`config.mk`:
```
export PLATFORM = sky130hd
export DESIGN_NAME = axil_xbar_1xn
export DESIGN_NICKNAME = d
export VERILOG_FILES = /design/src/rtl/axil_xbar_1xn.sv
export SDC_FILE = /design/constraint.sdc
export NUM_CORES = 1
export LEC_CHECK = 0
export BUFFER_PORTS_ARGS = -buffer_cell sky130_fd_sc_hd__buf_2
export CORE_AREA = 2 2 292 294
export CTS_BUF_LIST = sky130_fd_sc_hd__clkbuf_4 sky130_fd_sc_hd__clkbuf_8
export DETAILED_ROUTE_END_ITERATION = 16
export DIE_AREA = 0 0 294 296
export MAX_ROUTING_LAYER = met4
export PLACE_DENSITY = 0.42
export SYNTH_ARGS = -nofsm -noshare
export SYNTH_HDL_FRONTEND = slang
export SYNTH_SLANG_ARGS = --single-unit
```
`constraint.sdc`:
```
create_clock -name clk -period 2.6 [get_ports clk]
set_clock_uncertainty 0.2 [all_clocks]
set_input_delay 0.13 -clock clk [delete_from_list [all_inputs] [get_ports clk]]
set_output_delay 0.13 -clock clk [all_outputs]
set_load 0.02 [all_outputs]
```
`src/rtl/axil_xbar_1xn.sv`:
```
// AXI4-Lite 1-master to NSLV-slave address decoder with one outstanding read and one write.
// Optional slave response timeout: define AXIL_XBAR_TIMEOUT_EN.
module axil_xbar_1xn #(
  parameter int NSLV        = 4,
  parameter int AW          = 32,
  parameter int DW          = 32,
  parameter int SEL_LSB     = 28,
  parameter int TIMEOUT_CYC = 255
) (
  input  logic                   clk,
  input  logic                   rst,
  input  logic [AW-1:0]          m_awaddr,
  input  logic [2:0]             m_awprot,
  input  logic                   m_awvalid,
  output logic                   m_awready,
  input  logic [DW-1:0]          m_wdata,
  input  logic [DW/8-1:0]        m_wstrb,
  input  logic                   m_wvalid,
  output logic                   m_wready,
  output logic [1:0]             m_bresp,
  output logic                   m_bvalid,
  input  logic                   m_bready,
  input  logic [AW-1:0]          m_araddr,
  input  logic [2:0]             m_arprot,
  input  logic                   m_arvalid,
  output logic                   m_arready,
  output logic [DW-1:0]          m_rdata,
  output logic [1:0]             m_rresp,
  output logic                   m_rvalid,
  input  logic                   m_rready,
  output logic [NSLV*AW-1:0]     s_awaddr,
  output logic [NSLV*3-1:0]      s_awprot,
  output logic [NSLV-1:0]        s_awvalid,
  input  logic [NSLV-1:0]        s_awready,
  output logic [NSLV*DW-1:0]     s_wdata,
  output logic [NSLV*DW/8-1:0]   s_wstrb,
  output logic [NSLV-1:0]        s_wvalid,
  input  logic [NSLV-1:0]        s_wready,
  input  logic [NSLV*2-1:0]      s_bresp,
  input  logic [NSLV-1:0]        s_bvalid,
  output logic [NSLV-1:0]        s_bready,
  output logic [NSLV*AW-1:0]     s_araddr,
  output logic [NSLV*3-1:0]      s_arprot,
  output logic [NSLV-1:0]        s_arvalid,
  input  logic [NSLV-1:0]        s_arready,
  input  logic [NSLV*DW-1:0]     s_rdata,
  input  logic [NSLV*2-1:0]      s_rresp,
  input  logic [NSLV-1:0]        s_rvalid,
  output logic [NSLV-1:0]        s_rready
);

  localparam int SW = DW/8;

  localparam logic [1:0] W_IDLE = 2'd0;
  localparam logic [1:0] W_REQ  = 2'd1;
  localparam logic [1:0] W_WAIT = 2'd2;
  localparam logic [1:0] W_RESP = 2'd3;

  localparam logic [1:0] R_IDLE = 2'd0;
  localparam logic [1:0] R_REQ  = 2'd1;
  localparam logic [1:0] R_WAIT = 2'd2;
  localparam logic [1:0] R_RESP = 2'd3;

  if (NSLV < 1 || NSLV > 16 || SEL_LSB + 4 > AW || TIMEOUT_CYC < 1) begin : g_param_err
    $error("axil_xbar_1xn: illegal parameter set");
  end

  function automatic logic mapped(input logic [3:0] idx);
    return {1'b0, idx} < 5'(NSLV);
  endfunction

  logic [1:0]    w_state_q, w_state_d;
  logic          aw_got_q, aw_got_d, w_got_q, w_got_d;
  logic          aw_sent_q, aw_sent_d, w_sent_q, w_sent_d;
  logic [AW-1:0] awaddr_q, awaddr_d;
  logic [2:0]    awprot_q, awprot_d;
  logic [DW-1:0] wdata_q, wdata_d;
  logic [SW-1:0] wstrb_q, wstrb_d;
  logic [1:0]    bresp_q, bresp_d;

  logic [1:0]    r_state_q, r_state_d;
  logic [AW-1:0] araddr_q, araddr_d;
  logic [2:0]    arprot_q, arprot_d;
  logic [DW-1:0] rdata_q, rdata_d;
  logic [1:0]    rresp_q, rresp_d;

`ifdef AXIL_XBAR_TIMEOUT_EN
  localparam int CW = $clog2(TIMEOUT_CYC + 1);
  localparam logic [CW-1:0] CNT_LAST = CW'(TIMEOUT_CYC - 1);
  logic [CW-1:0] wcnt_q, wcnt_d, rcnt_q, rcnt_d;
`endif

  // One-hot slave select, decoded from the latched addresses only
  logic [NSLV-1:0] woh, roh;
  for (genvar k = 0; k < NSLV; k++) begin : g_sel
    assign woh[k] = (awaddr_q[SEL_LSB+3:SEL_LSB] == 4'(k));
    assign roh[k] = (araddr_q[SEL_LSB+3:SEL_LSB] == 4'(k));
  end

  logic          awready_sel, wready_sel, bvalid_sel, arready_sel, rvalid_sel;
  logic [1:0]    bresp_sel, rresp_sel;
  logic [DW-1:0] rdata_sel;

  assign awready_sel = |(s_awready & woh);
  assign wready_sel  = |(s_wready  & woh);
  assign bvalid_sel  = |(s_bvalid  & woh);
  assign arready_sel = |(s_arready & roh);
  assign rvalid_sel  = |(s_rvalid  & roh);

  always_comb begin
    bresp_sel = '0;
    rresp_sel = '0;
    rdata_sel = '0;
    for (int k = 0; k < NSLV; k++) begin
      if (woh[k]) bresp_sel = s_bresp[k*2 +: 2];
      if (roh[k]) begin
        rresp_sel = s_rresp[k*2 +: 2];
        rdata_sel = s_rdata[k*DW +: DW];
      end
    end
  end

  // Write path
  always_comb begin
    w_state_d = w_state_q;
    aw_got_d  = aw_got_q;
    w_got_d   = w_got_q;
    aw_sent_d = aw_sent_q;
    w_sent_d  = w_sent_q;
    awaddr_d  = awaddr_q;
    awprot_d  = awprot_q;
    wdata_d   = wdata_q;
    wstrb_d   = wstrb_q;
    bresp_d   = bresp_q;
    case (w_state_q)
      W_IDLE: begin
        if (m_awvalid && m_awready) begin
          awaddr_d = m_awaddr;
          awprot_d = m_awprot;
          aw_got_d = 1'b1;
        end
        if (m_wvalid && m_wready) begin
          wdata_d = m_wdata;
          wstrb_d = m_wstrb;
          w_got_d = 1'b1;
        end
        if (aw_got_d && w_got_d) begin
          aw_got_d  = 1'b0;
          w_got_d   = 1'b0;
          aw_sent_d = 1'b0;
          w_sent_d  = 1'b0;
          if (mapped(awaddr_d[SEL_LSB+3:SEL_LSB])) begin
            w_state_d = W_REQ;
          end else begin
            w_state_d = W_RESP;
            bresp_d   = 2'b11;
          end
        end
      end
      W_REQ: begin
        if (awready_sel && !aw_sent_q) aw_sent_d = 1'b1;
        if (wready_sel && !w_sent_q)   w_sent_d  = 1'b1;
        if (aw_sent_d && w_sent_d)     w_state_d = W_WAIT;
      end
      W_WAIT: begin
        if (bvalid_sel) begin
          bresp_d   = bresp_sel;
          w_state_d = W_RESP;
        end
      end
      default: begin
        if (m_bready) w_state_d = W_IDLE;
      end
    endcase
`ifdef AXIL_XBAR_TIMEOUT_EN
    wcnt_d = (w_state_q == W_REQ || w_state_q == W_WAIT) ? wcnt_q + CW'(1) : '0;
    if ((w_state_q == W_REQ || w_state_q == W_WAIT) && wcnt_q == CNT_LAST &&
        w_state_d != W_RESP) begin
      w_state_d = W_RESP;
      bresp_d   = 2'b10;
    end
`endif
  end

  // Read path
  always_comb begin
    r_state_d = r_state_q;
    araddr_d  = araddr_q;
    arprot_d  = arprot_q;
    rdata_d   = rdata_q;
    rresp_d   = rresp_q;
    case (r_state_q)
      R_IDLE: begin
        if (m_arvalid) begin
          araddr_d = m_araddr;
          arprot_d = m_arprot;
          if (mapped(m_araddr[SEL_LSB+3:SEL_LSB])) begin
            r_state_d = R_REQ;
          end else begin
            r_state_d = R_RESP;
            rresp_d   = 2'b11;
            rdata_d   = '0;
          end
        end
      end
      R_REQ: begin
        if (arready_sel) r_state_d = R_WAIT;
      end
      R_WAIT: begin
        if (rvalid_sel) begin
          rdata_d   = rdata_sel;
          rresp_d   = rresp_sel;
          r_state_d = R_RESP;
        end
      end
      default: begin
        if (m_rready) r_state_d = R_IDLE;
      end
    endcase
`ifdef AXIL_XBAR_TIMEOUT_EN
    rcnt_d = (r_state_q == R_REQ || r_state_q == R_WAIT) ? rcnt_q + CW'(1) : '0;
    if ((r_state_q == R_REQ || r_state_q == R_WAIT) && rcnt_q == CNT_LAST &&
        r_state_d != R_RESP) begin
      r_state_d = R_RESP;
      rresp_d   = 2'b10;
      rdata_d   = '0;
    end
`endif
  end

  always_ff @(posedge clk) begin
    if (rst) begin
      w_state_q <= W_IDLE;
      aw_got_q  <= 1'b0;
      w_got_q   <= 1'b0;
      aw_sent_q <= 1'b0;
      w_sent_q  <= 1'b0;
      awaddr_q  <= '0;
      awprot_q  <= '0;
      wdata_q   <= '0;
      wstrb_q   <= '0;
      bresp_q   <= '0;
      r_state_q <= R_IDLE;
      araddr_q  <= '0;
      arprot_q  <= '0;
      rdata_q   <= '0;
      rresp_q   <= '0;
    end else begin
      w_state_q <= w_state_d;
      aw_got_q  <= aw_got_d;
      w_got_q   <= w_got_d;
      aw_sent_q <= aw_sent_d;
      w_sent_q  <= w_sent_d;
      awaddr_q  <= awaddr_d;
      awprot_q  <= awprot_d;
      wdata_q   <= wdata_d;
      wstrb_q   <= wstrb_d;
      bresp_q   <= bresp_d;
      r_state_q <= r_state_d;
      araddr_q  <= araddr_d;
      arprot_q  <= arprot_d;
      rdata_q   <= rdata_d;
      rresp_q   <= rresp_d;
    end
  end

`ifdef AXIL_XBAR_TIMEOUT_EN
  always_ff @(posedge clk) begin
    if (rst) begin
      wcnt_q <= '0;
      rcnt_q <= '0;
    end else begin
      wcnt_q <= wcnt_d;
      rcnt_q <= rcnt_d;
    end
  end
`endif

  assign m_awready = (w_state_q == W_IDLE) && !aw_got_q;
  assign m_wready  = (w_state_q == W_IDLE) && !w_got_q;
  assign m_bvalid  = (w_state_q == W_RESP);
  assign m_bresp   = bresp_q;
  assign m_arready = (r_state_q == R_IDLE);
  assign m_rvalid  = (r_state_q == R_RESP);
  assign m_rdata   = rdata_q;
  assign m_rresp   = rresp_q;

  // Payload is broadcast; only the selected slave sees a valid/ready
  assign s_awaddr  = {NSLV{awaddr_q}};
  assign s_awprot  = {NSLV{awprot_q}};
  assign s_wdata   = {NSLV{wdata_q}};
  assign s_wstrb   = {NSLV{wstrb_q}};
  assign s_araddr  = {NSLV{araddr_q}};
  assign s_arprot  = {NSLV{arprot_q}};
  assign s_awvalid = woh & {NSLV{(w_state_q == W_REQ) && !aw_sent_q}};
  assign s_wvalid  = woh & {NSLV{(w_state_q == W_REQ) && !w_sent_q}};
  assign s_bready  = woh & {NSLV{w_state_q == W_WAIT}};
  assign s_arvalid = roh & {NSLV{r_state_q == R_REQ}};
  assign s_rready  = roh & {NSLV{r_state_q == R_WAIT}};

endmodule

```
==> flow_summary.toml, run 1 <==
[status]
outcome = "completed"

[route]
drt_pass1_iterations = 4
drt_drc_violations_left = 0
routed_wl_um = 45000
wl_per_cell_um = 15.3
detailedRoute.firstIterationViolations = 301
drtAntennaViolNets = 0
route.vias.total = 9985
avgViaCountPerCell = 3.39

[cts]
clock_sinks = 150
cts_setup_buffers = 0
cts_inserted_buffers = 17
skew_pair_late_insertion_delay_ns = 0.55
clock_tree.buffer_depth = 2
cts_root_buffer = "clkbuf_8"
cts.clk_slew.worst_paths_ns = 0.10
h-tree-depth = 4
tritoncts = "done"

[die]
dieArea_um2 = 87000
chipWidth_um = 294
initial_utilization_pct = 10.8
core_region_area_um2 = 84200
rows = 107
design.portCount = 762
chipHeight_um = 296

[setup_path]
worst-setup-path-type = "reg2reg"
timing.reg2reg.worst_path_depth = 7
timing.critical_path.from_type = "register"
timing.reg2reg.setup_slack_ns = 0.13
worst_ep_arrival_time_ns = 2.76
critical_path_required_ns = 2.89
worstPathCellList = "inv_1 > ha_1 > and2_1 > buf_12 > nand2_1 > a21oi_1 > dlygate4sd3_1"
timing.rr.end = "araddr_q[9]"
setup.worst_path.end_class = "register"
rr_startpoint = "r_state_q[0]"
worst-path-max-fanout = 31
worstSetupPathDepth = 7
critPathTopFamily = "buffers and inverters"
worst_path_largest_cell_delay_ns = 0.55
critPathBufInv = 3
critical_path_cell_with_the_highest_stage_delay = "dlygate4sd3_1"

[timing]
grt_setup_unrepaired = "false"
maxSlewHeadroom_pct = 41.5
slew_violations = 0
totalNegativeSetupSlack_ns = 0
fmax_ghz = 0.405
timing_hold_violations_final = 0
holdWs_ns = 0.128
number_of_endpoints_failing_setup_at_the_final_stage = 0
final_period_minus_worst_setup_slack_ns = 2.47
period_share_pct = 95.0
timing_worst_slew_pin_value_ns = 0.878

[run]
max_cap_viol_count = 0

[logic_synthesis]
syn-num-nets = 1407
yosys.area.top_type_share_pct = 33.0
synth.largest_area_cell = "dfxtp_1"
synth_async_sr_flop_share_pct = 0
dominantRegCellSynth = "dfxtp_1"
synth_area_um2 = 9090
syn-mean-instance-area_um2 = 8.11
synth_area_leaders = "dfxtp_1 33%, buf_4 26%, nand2_1 11%, mux4_2 8.9%, a21oi_1 8.1%"
synthesis.yosys.warnings = 0
synth.distinct_cells = 47
number_of_standard_cells_after_synthesis = 1121
yosys_reg_bits = 150
number_of_synthesized_flops_with_an_enable_pin = 0
synth.yosys.seq_area_share_pct = 33.0

[grt]
grt_pass1_vias = 9389
grt_max_degree = 70
grt_pass1_wl_um = 61100
overflow = 0
grt_use_total_pct = 10.2
antenna_violations_before_repair = 17

[place]
routabilityCongestion = 0.783
dpl.cell_count = 2631
post_dp_cell_area_um2 = 12000
io_buffer_count = 761
dp_hpwl_um = 36100

[final_layout]
drive_gt1_share_pct = 48.6
area_growth_pct = 67.3
fin_cells = 2943
postLayoutCoreUtil_pct = 18.1
finalNetCount = 2115
post-route-cell-area_um2 = 15200

[pwr]
power.static_leakage_nw = 7.37
pwr-share-comb_pct = 56.0
clock_power_share_pct = 16.5
p_switching_mw = 5.68
seq_power_share_pct = 27.4
net_sw_share_pct = 48.3
cell_internal_power_mw = 6.09
p_per_area_nw_per_um2 = 774
irDropWorstVdd_uv = 338

[worst_hold_path]
timing.hold.worst_endpoint = "w_state_q[0]"
min-delay-start = "s_awready[2]"
worstHoldPathCells = 7
hold_class = "in2reg"
-- worst reg2reg max path, delay by kind of cell (launching register included) --
family | cells | cell delay, ns
buf+inv | 3 | 0.89
simple gates | 2 | 0.51
compound gates | 1 | 0.13
fa+ha+maj | 1 | 0.37
flops | 1 | 0.33
-- cells by family (layout without fill, tap and decap cells) --
kind of cell	after synthesis	in the layout	share of synthesized area, %
other	0	11	0
AO/OA/AOI/OAI	177	177	10.5
multiplexers	43	43	9.72
flip-flops	150	150	33.0
AND/OR/NAND/NOR	356	356	16.2
buffers and inverters	386	1107	29.2
adder cells (fa/ha/maj)	9	9	1.24
-- worst max-delay path by stage --
stage	start	to
after CTS	awaddr_q[30]	s_wvalid[1]
after detailed placement	awaddr_q[31]	w_state_q[1]
after global placement	awaddr_q[31]	w_state_q[1]
after floorplan	awaddr_q[29]	w_state_q[1]
after global routing	awaddr_q[29]	s_wvalid[2]
final	r_state_q[0]	araddr_q[9]
-- power groups by stage --
stage	combinational [mW]	sequential, mW	clock (mW)
after floorplan	4.21	3.65	0
after global placement	6.00	3.27	0
after detailed placement	5.97	3.28	0
after CTS	6.66	3.23	2.14
after global routing	7.13	3.31	2.19
final	6.60	3.23	1.95
-- per-stage QoR --
stage / worst slack (ns) / power [mW]
finish: 0.129 / 11.8
global route: 0.00341 / 12.6
CTS: -0.0339 / 12.0
detailed placement: 0.236 / 9.25
global placement: 0.238 / 9.27
floorplan: 0.130 / 7.86
-- placed cells by master (no fill, tap or decap), drive strengths merged, types with 4 or more instances in the layout --
cell	instances
o21ai	8
nor2b	4
nand2b	4
inv	9
dlygate4sd3	269
dfxtp	150
clkinv	5
buf	801
nand2	262
nor2	27
mux2i	5
mux4	36
and2	4
nor3	8
a21oi	147
nand3	34
ha	9
clkbuf	19
diode	11
-- layout make-up --
cell class	instances	area, um2
antenna	11	27.5
clock buffer	19	262
clock inverter	13	123
fill	9489	69000
inverter	5	18.8
multi-input combinational	585	3500
sequential	150	3010
tap	1090	1360
timing repair buffer	1070	6900
-- cell usage after synthesis, drive strengths merged, types with 3 or more instances --
cell and count:
mux4 36, nand2 262, o21a 3, or2 3, nand3 34, nor2b 4
mux2i 5, ha 9, inv 5, nor3 8, buf 328, clkbuf 53
dfxtp 150, nand2b 4, a211oi 3, and2 4, nor2 27, a21oi 147
o21ai 8
-- registers in the layout, indices dropped and copies added (netlist names) --
register and cells:
araddr_q 32, awaddr_q 32, m_rdata 32, wdata_q 32, wstrb_q 4, arprot_q 3, awprot_q 3, m_bresp 2
m_rresp 2, r_state_q 2, w_state_q 2, aw_got_q 1, aw_sent_q 1, w_got_q 1, w_sent_q 1
-- layer usage --
metal	share of wire, %	vias to the layer above	GRT usage (%)
li1	-	4812	-
met1	40	4611	10.7
met2	48	481	16.9
met3	7.5	81	3.39
met4	4.5	0	5.45
met5	0	-	-
-- repair_timing --
action,4_1_cts,5_1_grt
hold buffers,269,0
gates resized for setup,12,9
endpoints found under the setup margin,8,16
endpoints found under the hold margin,150,0
pin swaps,0,3
No activity file was read; power rests on OpenSTA's default activity.
==> run 2, diff against run 1 <==
CORE_AREA = 2 2 299 301   (was 2 2 292 294)
DIE_AREA = 0 0 301 303   (was 0 0 294 296)
PLACE_DENSITY = 0.41   (was 0.42)
clock period = 2.9 ns   (was 2.6 ns; I/O delays follow)
==> flow_summary.toml, run 2 (synthesis gave the netlist of run 1 again) <==
[status]
outcome = "completed"

[final_layout]
most_used_cells_in_the_layout_excluding_fill_and_tap_cells = "760 x buf_2, 315 x dlygate4sd3_1, 261 x nand2_1, 147 x a21oi_1, 144 x dfxtp_1"
finalNetCount = 2146
area_growth_pct = 72.8
postLayoutCoreUtil_pct = 17.8
mostFrequentLayoutCell = "buf_2"
fin_cells = 3053
drive_gt1_share_pct = 46.8
post-route-cell-area_um2 = 15700
final.fill_count = 9990

[timing]
slew_violations = 0
totalNegativeSetupSlack_ns = 0
number_of_endpoints_failing_setup_at_the_final_stage = 0
fmax_ghz = 0.358
timing_worst_slew_pin_value_ns = 0.629
final_period_minus_worst_setup_slack_ns = 2.80
holdWs_ns = 0.138
period_share_pct = 96.4
timing_hold_violations_final = 0
maxSlewHeadroom_pct = 58.1
grt_setup_unrepaired = "true"

[setup_path]
rr_startpoint = "awaddr_q[28]"
critPathMostFrequentCell = "dlygate4sd3_1"
timing.reg2reg.setup_slack_ns = 0.10
setup.worst_path.end_class = "register"
worst-path-max-fanout = 13
critical_path_cell_with_the_highest_stage_delay = "dlygate4sd3_1"
worst_ep_arrival_time_ns = 3.05
critical_path_required_ns = 3.16
worstSetupStartpoint = "awaddr_q[28]"
timing.reg2reg.worst_path_depth = 8
critPathTopFamily = "buffers and inverters"
worstPathCellList = "buf_6 > mux2_2 > a22oi_1 > nand2_1 > dlygate4sd3_1 > a32oi_1 > nor2_1 > dlygate4sd3_1"
worst_path_largest_cell_delay_ns = 0.58
worst-setup-path-type = "reg2reg"
critPathBufInv = 3
timing.rr.end = "w_sent_q"
worstSetupPathDepth = 8
timing.critical_path.from_type = "register"

[die]
chipWidth_um = 301
chipHeight_um = 303
dieArea_um2 = 91200
core_region_area_um2 = 88000
initial_utilization_pct = 10.3
rows = 109
design.portCount = 762

[route]
routed_wl_um = 45900
drtAntennaViolNets = 0
detailedRoute.firstIterationViolations = 400
wl_per_cell_um = 15.0
drt_pass1_iterations = 4
drt_drc_violations_left = 0
avgViaCountPerCell = 3.36
route.vias.total = 10257

[place]
io_buffer_count = 761
routabilityCongestion = 0.853
dp_hpwl_um = 35900
post_dp_cell_area_um2 = 12000
dpl.cell_count = 2690

[grt]
grt_max_degree = 63
grt_pass1_wl_um = 63500
antenna_violations_before_repair = 14
grt_use_total_pct = 9.96
overflow = 0
grt_pass1_vias = 9685

[worst_hold_path]
min-delay-start = "s_bvalid[1]"
hold_class = "in2reg"
timing.hold.worst_endpoint = "w_state_q[1]"
worstHoldPathCells = 6

[cts]
cts_root_buffer = "clkbuf_8"
cts.clk_slew.worst_paths_ns = 0.08
cts_inserted_buffers = 17
clock_sinks = 150
tritoncts = "done"
h-tree-depth = 4
skew_pair_late_insertion_delay_ns = 0.58
clock_tree.buffer_depth = 2

[pwr]
irDropWorstVdd_uv = 397
power.static_leakage_nw = 7.58
p_per_area_nw_per_um2 = 700

[run]
max_cap_viol_count = 0
## run 2: cell types whose count changed in the layout (fill, tap and decap cells not counted), moves of 2 or more
cell / before / now
clkinv_4: 2 / 0
buf_2: 757 / 760
nor3_1: 6 / 8
nor2_2: 3 / 1
diode_2: 11 / 15
bufinv_16: 1 / 5
or2_4: 0 / 2
buf_4: 35 / 16
dlygate4sd3_1: 269 / 315
or2_2: 2 / 0
nor2_1: 21 / 24
## run 2: what timing repair did
action / CTS / global route
hold endpoints to repair: 150 / 0
gates resized for setup: 0 / 14
buffers inserted: 0 / 1
endpoints found under the setup margin: 0 / 63
hold buffers: 315 / 0
## run 2: final cells by class
type                            instances  area (um2)  share of cell area [%]
Sequential cell                       150        3010                    19.2
Inverter                                5        18.8                   0.120
Clock buffer                           20         269                    1.71
Clock inverter                         12         198                    1.26
Multi-Input combinational cell        585        3470                    22.1
Antenna cell                           15        37.5                   0.239
Timing Repair Buffer                 1101        7240                    46.1
Tap cell                             1165        1460                    9.28
## run 2: metal layers
| metal | up-vias | track usage (%) | part of all wire, % | wire length [um] |
|---|---|---|---|---|
| li1 | 4881 | - | - | - |
| met1 | 4799 | 10.4 | 39 | 17900 |
| met2 | 512 | 17.2 | 50 | 23000 |
| met3 | 65 | 2.89 | 7.8 | 3590 |
| met4 | 0 | 4.73 | 3.1 | 1420 |
| met5 | - | - | 0 | 0 |
## run 2: how the worst max path moves through the flow
stage	slack, ns	end
global placement	0.54	m_rdata[25]
CTS	0.08	wdata_q[14]
finish	0.10	w_sent_q
global route	-0.0009	awaddr_q[10]
detailed placement	0.50	m_rdata[30]
floorplan	0.43	w_state_q[1]
## run 2: power by group
group | internal (mW) | leakage, nW | switching [mW]
sequential | 2.44 | 1.23 | 0.453
clock | 1.08 | 0.233 | 0.966
combinational | 2.36 | 6.12 | 3.70
total | 5.88 | 7.58 | 5.11
## run 2: per-stage QoR
stage / worst slack (ns) / total power [mW]
2_1_floorplan: 0.430 / 7.04
3_3_place_gp: 0.540 / 8.28
3_5_place_dp: 0.500 / 8.25
4_1_cts: 0.0752 / 11.2
5_1_grt: -0.000872 / 11.8
6_report: 0.105 / 11.0
## run 2: worst reg2reg max path, delay by kind of cell (launching register included)
family / cells / cell delay (ns)
simple gates: 2 / 0.13
compound gates: 2 / 0.36
buf+inv: 3 / 1.30
mux: 1 / 0.34
flops: 1 / 0.36
